`config.mk`:
```
export PLATFORM = sky130hd
export DESIGN_NAME = hiscore_upload_bridge
export DESIGN_NICKNAME = d
export VERILOG_FILES = /design/src/rtl/hiscore_pkg.sv /design/src/rtl/hs_rd_timer.sv /design/src/rtl/hiscore_upload_bridge.sv
export SDC_FILE = /design/constraint.sdc
export NUM_CORES = 1
export LEC_CHECK = 0
export ABC_AREA = 0
export CAP_MARGIN = 20
export CORE_ASPECT_RATIO = 1.2
export CORE_UTILIZATION = 60
export DETAILED_ROUTE_END_ITERATION = 8
export DONT_BUFFER_PORTS = 1
export GPL_ROUTABILITY_DRIVEN = 0
export PLACE_DENSITY_LB_ADDON = 0.1
export RECOVER_POWER = 25
export SYNTH_ARGS = -nofsm -noshare
export SYNTH_HDL_FRONTEND = slang
export SYNTH_HIERARCHICAL = 1
export SYNTH_SLANG_ARGS = --single-unit
```
`constraint.sdc`:
```
create_clock -name clk_12 -period 2.1 [get_ports clk_12]
set_input_delay 0.315 -clock clk_12 [delete_from_list [all_inputs] [get_ports clk_12]]
set_output_delay 0.315 -clock clk_12 [all_outputs]
set_load 0.1 [all_outputs]
```
`src/rtl/hiscore_pkg.sv`:
```
// Shared types and defaults for the hiscore upload bridge.
// Holds the bridge state encoding, default parameter values and a sizing helper.
package hiscore_pkg;

  typedef enum logic [1:0] {
    IDLE  = 2'd0,
    ARM   = 2'd1,
    READY = 2'd2,
    FETCH = 2'd3
  } hs_state_e;

  localparam int         HS_AW_DEF        = 7;
  localparam logic [7:0] UPLOAD_INDEX_DEF = 8'h04;
  localparam logic [7:0] PAD_BYTE_DEF     = 8'hFF;

  function automatic int max_int(input int a, input int b);
    return (a > b) ? a : b;
  endfunction

endpackage

```
`src/rtl/hs_rd_timer.sv`:
```
// Loadable down-counter with a zero flag; times both the settle window and
// the core read latency. Saturates at zero.
module hs_rd_timer #(
  parameter int CW = 5
) (
  input  logic          clk,
  input  logic          rst_n,
  input  logic          load,
  input  logic [CW-1:0] load_val,
  output logic          zero
);

  logic [CW-1:0] cnt_r;

  // Count register: load has priority, otherwise count down until zero.
  always_ff @(posedge clk or negedge rst_n) begin
    if (!rst_n) begin
      cnt_r <= {CW{1'b0}};
    end else if (load) begin
      cnt_r <= load_val;
    end else if (cnt_r != {CW{1'b0}}) begin
      cnt_r <= cnt_r - {{(CW-1){1'b0}}, 1'b1};
    end else begin
      cnt_r <= cnt_r;
    end
  end

  assign zero = (cnt_r == {CW{1'b0}});

endmodule

```
`src/rtl/hiscore_upload_bridge.sv`:
```
// Serves host ioctl upload reads from the core's hiscore RAM, pausing the core
// for the whole session and stalling the host while each byte is fetched.
module hiscore_upload_bridge
  import hiscore_pkg::*;
#(
  parameter int         HS_AW        = HS_AW_DEF,
  parameter int         RD_LAT       = 2,
  parameter int         SETTLE_CYC   = 16,
  parameter logic [7:0] UPLOAD_INDEX = UPLOAD_INDEX_DEF,
  parameter logic [7:0] PAD_BYTE     = PAD_BYTE_DEF
) (
  input  logic             clk_12,
  input  logic             reset_n,
  input  logic             ioctl_upload,
  input  logic [7:0]       ioctl_index,
  input  logic             ioctl_rd,
  input  logic [24:0]      ioctl_addr,
  output logic [7:0]       ioctl_din,
  output logic             ioctl_wait,
  output logic [HS_AW-1:0] hs_address,
  input  logic [7:0]       hs_data_out,
  output logic             hs_access,
  output logic             hs_write,
  output logic             pause_o,
  output logic             upload_done
);

  localparam int            CW        = $clog2(max_int(SETTLE_CYC, RD_LAT) + 1);
  localparam logic [CW-1:0] SETTLE_LD = CW'(SETTLE_CYC - 1);
  localparam logic [CW-1:0] RD_LD     = CW'(RD_LAT - 1);

  hs_state_e        state_r, state_nx_s;
  logic             upload_q_r;
  logic [7:0]       din_r, din_nx_s;
  logic             wait_r, wait_nx_s;
  logic [HS_AW-1:0] addr_r, addr_nx_s;
  logic             ctl_r, ctl_nx_s;
  logic             done_r, done_nx_s;
  logic             tmr_load_s;
  logic [CW-1:0]    tmr_val_s;
  logic             tmr_zero_s;
  logic             rise_s;
  logic             in_range_s;

  assign rise_s     = ioctl_upload & ~upload_q_r;
  // Full-width compare so high addresses never alias back into the RAM.
  assign in_range_s = (ioctl_addr[24:HS_AW] == {(25-HS_AW){1'b0}});

  hs_rd_timer #(.CW(CW)) u_timer (
    .clk      (clk_12),
    .rst_n    (reset_n),
    .load     (tmr_load_s),
    .load_val (tmr_val_s),
    .zero     (tmr_zero_s)
  );

  // Next-state and next-output logic; a session drop overrides everything else.
  always_comb begin
    state_nx_s = state_r;
    din_nx_s   = din_r;
    wait_nx_s  = wait_r;
    addr_nx_s  = addr_r;
    ctl_nx_s   = ctl_r;
    done_nx_s  = 1'b0;
    tmr_load_s = 1'b0;
    tmr_val_s  = {CW{1'b0}};
    case (state_r)
      IDLE: begin
        if (rise_s && (ioctl_index == UPLOAD_INDEX)) begin
          state_nx_s = ARM;
          ctl_nx_s   = 1'b1;
          wait_nx_s  = 1'b1;
          tmr_load_s = 1'b1;
          tmr_val_s  = SETTLE_LD;
        end else begin
          state_nx_s = IDLE;
          ctl_nx_s   = 1'b0;
          wait_nx_s  = 1'b0;
        end
      end
      ARM: begin
        if (!ioctl_upload) begin
          state_nx_s = IDLE;
          ctl_nx_s   = 1'b0;
          wait_nx_s  = 1'b0;
        end else if (tmr_zero_s) begin
          state_nx_s = READY;
          wait_nx_s  = 1'b0;
        end else begin
          state_nx_s = ARM;
        end
      end
      READY: begin
        if (!ioctl_upload) begin
          state_nx_s = IDLE;
          ctl_nx_s   = 1'b0;
          wait_nx_s  = 1'b0;
        end else if (ioctl_rd && in_range_s) begin
          state_nx_s = FETCH;
          addr_nx_s  = ioctl_addr[HS_AW-1:0];
          wait_nx_s  = 1'b1;
          tmr_load_s = 1'b1;
          tmr_val_s  = RD_LD;
        end else if (ioctl_rd) begin
          din_nx_s   = PAD_BYTE;
        end else begin
          state_nx_s = READY;
        end
      end
      FETCH: begin
        if (!ioctl_upload) begin
          state_nx_s = IDLE;
          ctl_nx_s   = 1'b0;
          wait_nx_s  = 1'b0;
        end else if (tmr_zero_s) begin
          state_nx_s = READY;
          din_nx_s   = hs_data_out;
          wait_nx_s  = 1'b0;
          done_nx_s  = &addr_r;
        end else begin
          state_nx_s = FETCH;
        end
      end
      default: begin
        state_nx_s = IDLE;
        ctl_nx_s   = 1'b0;
        wait_nx_s  = 1'b0;
      end
    endcase
  end

  // State and registered outputs.
  always_ff @(posedge clk_12 or negedge reset_n) begin
    if (!reset_n) begin
      state_r    <= IDLE;
      upload_q_r <= 1'b0;
      din_r      <= 8'h00;
      wait_r     <= 1'b0;
      addr_r     <= {HS_AW{1'b0}};
      ctl_r      <= 1'b0;
      done_r     <= 1'b0;
    end else begin
      state_r    <= state_nx_s;
      upload_q_r <= ioctl_upload;
      din_r      <= din_nx_s;
      wait_r     <= wait_nx_s;
      addr_r     <= addr_nx_s;
      ctl_r      <= ctl_nx_s;
      done_r     <= done_nx_s;
    end
  end

  assign ioctl_din   = din_r;
  assign ioctl_wait  = wait_r;
  assign hs_address  = addr_r;
  assign hs_access   = ctl_r;
  assign pause_o     = ctl_r;
  assign upload_done = done_r;
  assign hs_write    = 1'b0;

endmodule

```
==> summary.md <==
| Metric | Value |
|---|---|
| Worst setup EP type | flip-flop |
| Floorplan core area | ~1900 um^2 |
| Slew Viols, Final | 0 |
| Setup TNS | 0 ns |
| Via density | around 6.1 |
| GRT Residual Overflow | 0 |
| DRT iter0 DRCs | 12 |
| Fraction of registers with async set/reset | 100% |
| Cell Pwr Density | 948 nW/um^2 |
| Final HPWL DP | 1.79 mm |
| Filler cells | around 130 |
| Worst Reg-to-Reg Cells | 7 |
| Min-delay worst type | input port to flip-flop |
| Final Cell Area | 1420 um^2 |
| Crit share post-route | roughly nine tenths |
| Crit Reg-Reg Startpoint | u_timer/cnt_r[0] |
| Clk slew on worst S/H paths | about 0.14 ns |
| DRC | 0 |
| CTS tree | built |
| Final Core Density | 76.9% |
| Finished Layout Cells | 142 |
| Commonest cells after routing, fill and taps aside | 25 x dfrtp_1, 20 x buf_4, 8 x mux2_2, 8 x o22a_1, 7 x nand2_1 |
| Layout area overhead | 19.5% |
| WP data required | ~2.3 ns |
| Final min period | ~1.9 ns |
| Pin count of the biggest net entering global routing | 27 |
| Area of the multi-input gates | just over 500 um^2 |
| Hold Startpoint | ioctl_addr[2] |
| Post-synth cell types | 33 |
| Share of layout cells above drive strength 1 | roughly a third |
| Routed Antenna Nets | 0 |
| # setup viols final | 0 |
| Post-synth EDFFs | 0 |
| Hold depth | 1 |
| Vias in the first global route | approximately 840 |
| Mean post-synth cell area | 12.0 um^2 |
| GRT Total Usage | 21.9% |
| Total iterations of the first detailed-routing run | 3 |
| Share of the synthesized area in the top cell type | a little over half |
| Fmax | around 0.52 GHz |
| Crit path kind | flip-flop to flip-flop |
| Leading area contributor after synthesis | dfrtp_1 |
| Die outline height | roughly 51 um |
| Seq/Total Area, Yosys | between 50% and 60% |
| Dpl ws | about 0.20 ns |
| Fin. Hold Viols | 0 |
| P_leak | between 0.0006 and 0.0007 uW |
| Htree depth | 1 |
| First-pass GRT wire length | between 3 and 4 mm |
| Vias | 870 |
| Die ar. | 2170 um^2 |
| RSZ-0062 raised after global routing | no |
| Startpoint type of the worst setup path | flip-flop |
| Final worst slack | 0.172 ns |
| Reg area | around 650 um^2 |
| Starting Density | between 60% and 70% |
| CP max FO | 9 |
| Worst Skew | 0.00979 ns |
| Final WL | 2.30 mm |
| Routed WL per cell | roughly 16 um |
| Reg-to-reg slack, setup | 0.17 ns |
| Worst r2r dst | ioctl_din[5] |
| Worst hold endpoint | hs_address[2] |
| Ranking of synthesized cells by area | dfrtp_1 55%, mux2_2 7.6%, o22a_1 5.9% |
| Clock root cell | clkbuf_4 |
| Clk sinks | 26 |
| Port Buffers | 0 |
| Worst-Skew Late Latency | around 0.32 ns |
| Dpl cell area | between 1000 and 1500 um^2 |
| Post-Synthesis Cells | between 90 and 100 |
| Mapped cell area | between 1000 and 1500 um^2 |
| Worst vdd ir | ~0.64 mV |
| Nets | 170 |
| # placed instances | approximately 140 |
| Max-slew headroom | between 10 and 15% |
| CTS Buf Count | 3 |
| Most common cell after layout, fill and taps aside | dfrtp_1 |
| Initial antenna violation count | 0 |
| Row count | 17 |
| # diodes | 0 |
| Worst Tran Pin Value | around 1.3 ns |
| Outcome | finished clean |
| Post-synth top flop | dfrtp_1 |
| CTS max path bufs | 2 |
| Max cap viols | 0 |
| Crit path from | u_timer/cnt_r[0] |
| Seq cells post-synth | 26 |
| Die W | around 43 um |
| Num ports | 65 |
| Synth warnings | 6 |
| Crit path DAT | between 2 and 2.5 ns |
[through the flow]
stage	hold WS, ns	total power [uW]
finish	0.131	1350
global route	0.113	1400
CTS	0.00470	1360
detailed placement	0.0200	1010
global placement	0.0199	993
floorplan	0.0194	928
[critical path, cell delays in order, from the launching register on]
cell     delay, ns
dfrtp_1       0.41
inv_1         0.09
ha_1          0.21
nor4b_4       0.24
mux2i_1       0.12
nor2_1        0.14
nand3_1       0.30
o22a_1        0.31
[sequential cells by signal, summed over array words and instances, names as in the netlist]
| signal | flops |
|---|---|
| ioctl_din | 8 |
| hs_address | 7 |
| u_timer/cnt_r | 5 |
| state_r | 2 |
| hs_access | 1 |
| ioctl_wait | 1 |
| upload_done | 1 |
| upload_q_r | 1 |
[per-layer routing]
metal | GRT usage (%) | part of all wire (%)
met5 | 0 | 0
met4 | 9.38 | 1.2
met3 | 3.53 | 6.2
met2 | 37.9 | 51
met1 | 26.7 | 41
[cell type report]
cell class              instances  share of cell area, %
repair buffers                 23                   12.2
well taps                      19                   1.67
inverters                       4                   1.05
multi-input cells              66                   35.6
flip-flops and latches         26                   45.8
clock buffers                   3                   1.58
clock inverters                 1                   2.11
[logic make-up (layout without fill, tap and decap cells)]
logic type / Yosys count / count (layout) / synth area share, %
and+or+nand+nor: 32 / 32 / 17.8
DFF: 26 / 26 / 54.6
AOI/OAI and AO/OA: 19 / 19 / 12.5
muxes: 9 / 9 / 8.40
buffers and inverters: 8 / 31 / 3.15
xor gates and xnor gates: 3 / 3 / 2.21
adders and majority gates: 1 / 1 / 1.05
other: 1 / 2 / 0.315
[power by group]
group	switching, uW	total [uW]	leakage [uW]	internal [uW]
clock	140	333	0.0000279	193
combinational	241	397	0.000302	156
sequential	55.0	620	0.000343	565
[synthesized netlist by cell type (3+ instances only)]
| cell type | number |
|---|---|
| dfrtp_1 | 26 |
| mux2_2 | 8 |
| o22a_1 | 8 |
| nand2_1 | 7 |
| inv_1 | 4 |
| nand3_1 | 3 |
| nor2_1 | 3 |
| nor3_1 | 3 |
| nor4_1 | 3 |
| nor4b_1 | 3 |
| o31ai_1 | 3 |
| xnor2_1 | 3 |
[worst max-delay path by stage]
stage / end / cells past startpoint
6_report: ioctl_din[5] / 7
5_1_grt: ioctl_din[5] / 7
4_1_cts: ioctl_din[5] / 7
3_5_place_dp: ioctl_din[0] / 7
3_3_place_gp: ioctl_din[4] / 7
2_1_floorplan: u_timer/cnt_r[4] / 6
[what timing repair did]
action / in CTS / in global routing
resized for setup: 0 / 0
hold buffers: 2 / 1
buffers inserted: 0 / 0
endpoints found under the hold margin: 26 / 1
(Power assumes the default switching activity.)
